`config.mk`:
```
export PLATFORM = sky130hd
export DESIGN_NAME = byte_sink_capture
export DESIGN_NICKNAME = d
export VERILOG_FILES = /design/src/rtl/byte_sink_pkg.sv /design/src/rtl/byte_sink_fifo.sv /design/src/rtl/byte_sink_capture.sv
export SDC_FILE = /design/constraint.sdc
export NUM_CORES = 1
export LEC_CHECK = 0
export ABC_AREA = 1
export CAP_MARGIN = 5
export CORE_MARGIN = 8
export CORE_UTILIZATION = 25
export CTS_CLUSTER_DIAMETER = 50
export DETAILED_ROUTE_END_ITERATION = 7
export PLACE_DENSITY_LB_ADDON = 0.08
export REMOVE_ABC_BUFFERS = 1
export SYNTH_ARGS = -nofsm -noshare
export SYNTH_HDL_FRONTEND = slang
export SYNTH_HIERARCHICAL = 1
export SYNTH_SLANG_ARGS = --single-unit
```
`constraint.sdc`:
```
create_clock -name clk -period 6.65 [get_ports clk]
set_clock_uncertainty 0.15 [all_clocks]
set_input_delay 0.9975 -clock clk [delete_from_list [all_inputs] [get_ports clk]]
set_output_delay 0.9975 -clock clk [all_outputs]
set_load 0.02 [all_outputs]
```
`src/rtl/byte_sink_pkg.sv`:
```
// Shared definitions for the byte/strobe sink: byte width and capture FSM states.
package byte_sink_pkg;

  localparam int BYTE_W = 8;

  typedef enum logic [1:0] {
    ST_IDLE     = 2'd0,
    ST_CAPTURE  = 2'd1,
    ST_WAIT_LOW = 2'd2
  } state_e;

endpackage

```
`src/rtl/byte_sink_fifo.sv`:
```
// Synchronous byte FIFO with an extra pointer bit so that count, full and empty
// all come straight from the pointer difference.
module byte_sink_fifo
  import byte_sink_pkg::*;
#(
  parameter int DEPTH = 16
) (
  input  logic                    clk,
  input  logic                    rst_n,
  input  logic                    push_i,
  input  logic [BYTE_W-1:0]       wdata_i,
  input  logic                    pop_i,
  output logic [BYTE_W-1:0]       rdata_o,
  output logic                    push_ok_o,
  output logic                    empty_o,
  output logic                    full_o,
  output logic [$clog2(DEPTH):0]  count_o
);

  localparam int AW = $clog2(DEPTH);

  logic [AW:0]       wr_q, rd_q;
  logic              pop_ok;
  logic [BYTE_W-1:0] mem_q [DEPTH];

  assign count_o   = wr_q - rd_q;
  assign empty_o   = (wr_q == rd_q);
  assign full_o    = (count_o == (AW+1)'(DEPTH));
  assign pop_ok    = pop_i && !empty_o;
  // A pop in the same cycle frees the head slot, so a push into a full FIFO is still accepted.
  assign push_ok_o = push_i && (!full_o || pop_ok);
  assign rdata_o   = empty_o ? '0 : mem_q[rd_q[AW-1:0]];

  always_ff @(posedge clk or negedge rst_n) begin
    if (!rst_n) begin
      wr_q <= '0;
      rd_q <= '0;
    end else begin
      if (push_ok_o) wr_q <= wr_q + 1'b1;
      if (pop_ok)    rd_q <= rd_q + 1'b1;
    end
  end

  // NOTE: storage has no reset; contents are only observable once written, so a reset would only cost area.
  always_ff @(posedge clk) begin
    if (push_ok_o) mem_q[wr_q[AW-1:0]] <= wdata_i;
  end

endmodule

```
`src/rtl/byte_sink_capture.sv`:
```
// Byte/strobe sink: synchronises 'send', captures one byte per pulse into a FIFO and counts frames.
// Optional macro BYTE_SINK_CHECKSUM_EN adds a per-frame XOR checksum output.
module byte_sink_capture
  import byte_sink_pkg::*;
#(
  parameter int DEPTH     = 16,
  parameter int FRAME_LEN = 16
) (
  input  logic                    clk,
  input  logic                    rst_n,
  input  logic [BYTE_W-1:0]       data,
  input  logic                    send,
  input  logic                    rd_en,
  output logic [BYTE_W-1:0]       rd_data,
  output logic                    empty,
  output logic                    full,
  output logic [$clog2(DEPTH):0]  count,
  output logic [7:0]              frame_cnt,
  output logic                    frame_done,
  output logic                    overflow
`ifdef BYTE_SINK_CHECKSUM_EN
  ,
  output logic [BYTE_W-1:0]       checksum
`endif
);

  logic              send_meta_q, send_s_q, send_prev_q;
  logic [1:0]        primed_q;
  logic              send_rise;
  state_e            state_q;
  logic [BYTE_W-1:0] data_q;
  logic              push_q, push_ok;
  logic [7:0]        frame_cnt_q, frame_cnt_d;
  logic              frame_done_q, frame_done_d;
  logic              overflow_q;

  // primed_q holds off edge detection until the synchroniser carries a real sample, so a
  // strobe already high when reset releases never looks like a fresh 0->1 edge.
  // NOTE: sequential state uses non-blocking assignments so every flop samples pre-edge values.
  always_ff @(posedge clk or negedge rst_n) begin
    if (!rst_n) begin
      send_meta_q <= 1'b0;
      send_s_q    <= 1'b0;
      send_prev_q <= 1'b1;
      primed_q    <= 2'b00;
    end else begin
      send_meta_q <= send;
      send_s_q    <= send_meta_q;
      primed_q    <= {primed_q[0], 1'b1};
      if (primed_q[1]) send_prev_q <= send_s_q;
    end
  end

  assign send_rise = primed_q[1] && send_s_q && !send_prev_q;

  always_ff @(posedge clk or negedge rst_n) begin
    if (!rst_n) begin
      state_q <= ST_IDLE;
      data_q  <= '0;
      push_q  <= 1'b0;
    end else begin
      case (state_q)
        ST_IDLE: begin
          if (send_rise) begin
            state_q <= ST_CAPTURE;
            data_q  <= data;
            push_q  <= 1'b1;
          end
        end
        ST_CAPTURE: begin
          state_q <= ST_WAIT_LOW;
          push_q  <= 1'b0;
        end
        ST_WAIT_LOW: begin
          if (!send_s_q) state_q <= ST_IDLE;
        end
        default: begin
          state_q <= ST_IDLE;
          push_q  <= 1'b0;
        end
      endcase
    end
  end

  byte_sink_fifo #(.DEPTH(DEPTH)) u_fifo (
    .clk       (clk),
    .rst_n     (rst_n),
    .push_i    (push_q),
    .wdata_i   (data_q),
    .pop_i     (rd_en),
    .rdata_o   (rd_data),
    .push_ok_o (push_ok),
    .empty_o   (empty),
    .full_o    (full),
    .count_o   (count)
  );

  // A completed frame restarts on the next accepted byte, which becomes byte 1 of the new frame.
  // NOTE: every always_comb output gets a default first so no path can infer a latch.
  always_comb begin
    frame_cnt_d  = frame_cnt_q;
    frame_done_d = frame_done_q;
    if (push_ok) begin
      frame_cnt_d  = frame_done_q ? 8'd1 : frame_cnt_q + 8'd1;
      frame_done_d = (frame_cnt_d == 8'(FRAME_LEN));
    end
  end

  always_ff @(posedge clk or negedge rst_n) begin
    if (!rst_n) begin
      frame_cnt_q  <= '0;
      frame_done_q <= 1'b0;
      overflow_q   <= 1'b0;
    end else begin
      frame_cnt_q  <= frame_cnt_d;
      frame_done_q <= frame_done_d;
      if (push_q && !push_ok) overflow_q <= 1'b1;
    end
  end

  assign frame_cnt  = frame_cnt_q;
  assign frame_done = frame_done_q;
  assign overflow   = overflow_q;

`ifdef BYTE_SINK_CHECKSUM_EN
  logic [BYTE_W-1:0] checksum_q;

  always_ff @(posedge clk or negedge rst_n) begin
    if (!rst_n) begin
      checksum_q <= '0;
    end else if (push_ok) begin
      checksum_q <= frame_done_q ? data_q : (checksum_q ^ data_q);
    end
  end

  assign checksum = checksum_q;
`endif

endmodule
```
After elaboration in Yosys (flattened, before gate mapping). Memories as Yosys holds them, arrays and structs flattened. Index checks and enable logic that the tools add are counted.

Bits of input ports: 12. Output and inout port bits: 25. Register bits after elaboration: 36. Bits in writable memories: 128. Word-level logic and storage cells: 48. Memories kept: 1.

Memory list: u_fifo.mem_q (words 16, width 8, read ports 1, clocked after memory_dff 0, wr ports 1, line byte_sink_fifo.sv:24) `logic [BYTE_W-1:0] mem_q [DEPTH];`.

Bitwise operators: 1. Eq/ne operators: 7. Reduce and logical (&&, ||, !) cells: 14. Add/sub/neg operators: 4. Mux-type cells: 9.

Operator list (count): $mux 8 (2); $add 5x1->5 const B (2); $add 8x1->8 const B (1); $eq 8x5->1 const B (1); $pmux 2 s3 (1); $reduce_and 2->1 (3); $eq 5x5->1 (1); $eq 5x5->1 const B (1); $logic_and 1x1->1 (5); $sub 5x5->5 (1); $logic_not 1->1 (4); $mux 2 (2); $ne 2x2->1 const B (2); $mux 1 (3); $eq 2x1->1 const B (1); $eq 2x2->1 const B (1); $logic_not 2->1 (1); $pmux 1 s2 (1); $logic_or 1x1->1 (1); $not 1->1 (1).

Depth between registers and ports, before layout.
Depth in word-level cells: 7. Mapped depth: 20. Depth with buffers taken out: 18.

Hierarchy. The synthesis kept the hierarchy.

Modules (own cells, without submodules): byte_sink_fifo (instances 1, sequential area each 4093.9 µm², area an instance 6008.3 µm², cells an instance 532); byte_sink_capture (instances 1, sequential area each 651.9 µm², area an instance 1114.8 µm², cells an instance 130).

Worst setup path before layout. Ideal clock, no wire load.

Path type: reg-to-output. Start: register u_fifo.rd_q[1]. End: output port full. Stages on the path, launching flop included: 8. Slack: 3.448 ns. Path buffers: 1. Arrival time: 2.054 ns. Data required time: 5.503 ns. Cells stage by stage: dfrtp_1 > clkbuf_1 > inv_1 > fa_1 > or2_1 > nor2_2 > nand2_1 > nor2_1.

Longest elaborated chain between the ends: 2.

Ends and longest elaborated chain: start: declaration (line byte_sink_fifo.sv:22) `logic [AW:0] wr_q, rd_q;`; start signal: assignment (line byte_sink_fifo.sv:40) `if (pop_ok) rd_q <= rd_q + 1'b1;`; $sub 5x5->5 (line byte_sink_fifo.sv:26) `assign count_o = wr_q - rd_q;`; named net count[1] (line byte_sink_capture.sv:17) `output logic [$clog2(DEPTH):0] count,`; $eq 5x5->1 (line byte_sink_fifo.sv:28) `assign full_o = (count_o == (AW+1)'(DEPTH));`; end: declaration (line byte_sink_capture.sv:16) `output logic full,`.

The timed path passes the listed nets, and every way through them passes these cells.

Worst setup path in the final report.
Start: register u_fifo.rd_q[2]. End: output port rd_data[7].

Longest elaborated chain between the ends: 2. Elaborated cells between the ends (all ways): 3. Classes of those cells: eq/ne (1); mux (1); memory (1).

Ends and longest elaborated chain: $mem_v2 16x8 or $eq 5x5->1 (tied branches); $mux 8 * (line byte_sink_fifo.sv:32) `assign rdata_o = empty_o ? '0 : mem_q[rd_q[AW-1:0]];`; end: declaration (line byte_sink_capture.sv:14) `output logic [BYTE_W-1:0] rd_data,`.

Every way passes the cells marked *; elsewhere a longest branch is shown, timed or not.

==> run summary <==
CP Capture Type: output port
Antenna diodes: 0
Die ar.: 0.0341 mm²
vias per cell: 4.33
drt total wl: 17900 µm
Post-Synthesis Cell Area: 0.00712 mm²
crit-path max FO: 13
Routed Antenna Nets: 0
Core Area: 0.0279 mm²
Worst Reg-to-Reg Cells: 9
syn_area_per_cell: 10.8 µm²
Distinct cells, synth: 34
post_cts resized: 0
final setup fails: 0
Tot GR Track Use: 10.9%
placed insts: 1053
Fin. Hold Viols: 0
Vert. Die Dim: 185 µm
Clock Sinks: 164
I/O Buffers: 36
site row count: 61
switching power: 1.68 mW
vias in the first global route: 4858
worst min-delay path endpoint: primed_q[1]$_DFF_PN0_
Clock Power Share: 23.3%
TritonCTS clock tree: done
CP startpoint kind: register
Rel. slew slack: 33.0%
Crit Path Category: register to output port
run status: complete, no violations
flop-to-flop setup slack: 2.88 ns
Comb power frac: 37.6%
via count: 4699
Max IR drop VDD: 0.000521 V
Arr. time, crit path: 3.75 ns
total gr overflow: 0
fmax: 204 MHz
Worst Tran Pin Value: 1.00 ns
Final Power: 4.24 mW
clock buffer count from CTS: 17
share of cells above drive strength 1: 8.35%
Final Cycle Share: 73.7%
hold wc startpoint: primed_q[0]$_DFF_PN0_
Synth-to-Final Area Change: 18.3%
Iteration-0 DRC Markers: 292
Post-Place Worst Slack: 2.14 ns
P_leak: 3.07 nW
post-synthesis sequential area ratio: 66.6%
Post-Syn Instances: 662
largest cells by area after synthesis: edfxtp_1 (54%), dfrtp_1 (12%), nor2_1 (6.6%)
final hold slack: 0.207 ns
WL per Instance: 16.5 µm
fillcell total: 2956
Final Slew Violations: 0
global-route wire length before repair: 28300 µm
Skew-Pair Late Insertion Delay: 0.42 ns
First-pass DRT Iterations: 5
setup tns final: 0 ns
Hold Crit Depth: 0
Yosys warnings: 6
GPL Wtd Cong: 0.758
CP required: 5.50 ns
DRC viols: 0
worst r2r src: u_fifo/rd_q[2]$_DFFE_PN0P_
part of the power in registers: 39.1%
boundary pin count: 37
post-CTS setup repair buffer count: 0
Nets: 717
post-synth top area share: 54.0%
Final HPWL DP: 11600 µm
Seq cells post-synth: 164
initial antenna violation count: 0
switch share: 39.7%
Hold Buf Count CTS: 0
RSZ-0062 raised after global routing: no
largest net degree at the start of global routing: 69
Cell Count, Final, Fillers Out: 1085
Core Util, Final: 30.2%
Max Root-Sink Buffers: 2
max-cap viol count: 0
root buf cell: clkbuf_16
Int Pwr: 2.56 mW
placed cell area: 0.00783 mm²
worst reg2reg path endpoint: u_fifo/mem_q[0][4]$_DFFE_PP_
Worst Slack Setup Final: 1.75 ns
initial core utilization: 25.5%
CTS HTree Levels: 4
cell area after layout: 0.00842 mm²
Cell Pwr Density: 504 mW/mm²
Min-Delay Path Class: register to register
Reg clk slew, reported paths: 0.07 ns
Die X: 185 µm
Yosys top cell by area: edfxtp_1
final worst path period need: 4.90 ns
-- kinds of logic after synthesis --
| logic type | count (synthesis) | synth area share (%) |
|---|---|---|
| AND/OR/NAND/NOR | 294 | 17.3 |
| buffers and inverters | 67 | 4.18 |
| other | 1 | 0.0526 |
| AO/OA/AOI/OAI | 119 | 9.10 |
| adder cells (fa/ha/maj) | 11 | 2.04 |
| XOR/XNOR | 6 | 0.738 |
| flip-flops | 164 | 66.6 |
-- critical path, stage by stage (launching register included) --
cell             delay, ns
dfrtp_1               0.66
clkinv_1              0.52
ha_1                  0.51
nand2_1               0.10
nor2_1                0.05
nand2_2               0.10
clkinv_1              0.36
a21oi_1               0.36
clkdlybuf4s50_1       0.67
-- layout make-up --
cell class              count  area, µm²  area share, %
flip-flops and latches    164       4750           56.4
well taps                 378        473           5.61
clock buffers              19        433           5.14
inverters                  41        154           1.83
multi-input cells         431       2080           24.7
repair buffers             39        378           4.49
clock inverters            13        158           1.87
-- power by group through the flow --
stage                     combinational (mW)  clock, mW  sequential [mW]
final                                   1.60      0.989             1.66
after global routing                    1.81       1.06             1.70
after CTS                               1.64       1.02             1.67
after detailed placement                1.63          0             1.69
after global placement                  1.64          0             1.69
after floorplan                        0.941          0             1.65
-- per-layer routing --
layer | up-vias | wire, µm | GRT usage [%] | part of all wire [%]
li1 | 2314 | - | - | -
met1 | 2318 | 8720 | 14.3 | 49
met2 | 62 | 8630 | 17.8 | 48
met3 | 5 | 467 | 2.66 | 2.6
met4 | 0 | 123 | 2.98 | 0.69
met5 | - | 0 | 0 | 0
-- cell usage after synthesis --
master,count
nand2_1,116
a21oi_1,13
nand2_2,5
a21o_2,1
inv_2,2
nor2_4,1
nor2_1,126
a21o_1,1
o21ai_0,80
edfxtp_1,128
o21a_1,1
or2_1,2
buf_4,3
dfrtp_1,35
nand4_1,1
clkbuf_2,1
nand3b_1,1
nand2_4,2
buf_12,1
nor2_2,11
o21ai_1,6
clkbuf_1,7
inv_1,35
o21ai_2,1
xor2_1,6
fa_1,1
conb_1,1
nand3_1,28
buf_2,14
clkinv_1,4
ha_1,10
dfstp_2,1
nand4_4,1
o211ai_1,16
-- layout by cell type (no fill, tap or decap), types with 3 or more instances in the layout --
cell type,Yosys,routed
nand2_1,116,116
o211ai_1,16,16
dfrtp_1,35,33
a21oi_1,13,13
bufinv_16,0,3
nor2_2,11,11
inv_1,35,35
nand3_1,28,28
o21ai_0,80,80
buf_4,3,3
clkdlybuf4s50_1,0,35
edfxtp_1,128,128
clkinv_1,4,6
xor2_1,6,6
nor2_1,126,126
o21ai_1,6,6
clkbuf_16,0,17
ha_1,10,10
nand2_2,5,5
-- flip-flops by register name (all words and copies together) (netlist names) --
signal	count
send_prev_q	1
send_s_q	1
u_fifo/wr_q	5
data_q	8
state_q	2
send_meta_q	1
overflow	1
frame_done	1
primed_q	2
push_q	1
u_fifo/rd_q	5
u_fifo/mem_q	128
frame_cnt	8
-- how the worst max path moves through the flow --
stage                                     from    endpoint  slack (ns)  depth (start not counted)
floorplan           u_fifo/rd_q[0]$_DFFE_PN0P_        full        2.64                          7
global placement    u_fifo/rd_q[2]$_DFFE_PN0P_  rd_data[7]        2.17                          8
detailed placement  u_fifo/rd_q[2]$_DFFE_PN0P_  rd_data[7]        2.14                          8
CTS                 u_fifo/rd_q[2]$_DFFE_PN0P_  rd_data[7]        1.68                          8
global route        u_fifo/rd_q[2]$_DFFE_PN0P_  rd_data[7]        1.48                          8
finish              u_fifo/rd_q[2]$_DFFE_PN0P_  rd_data[7]        1.75                          8
Note: power is estimated with default switching activity, not from simulation.
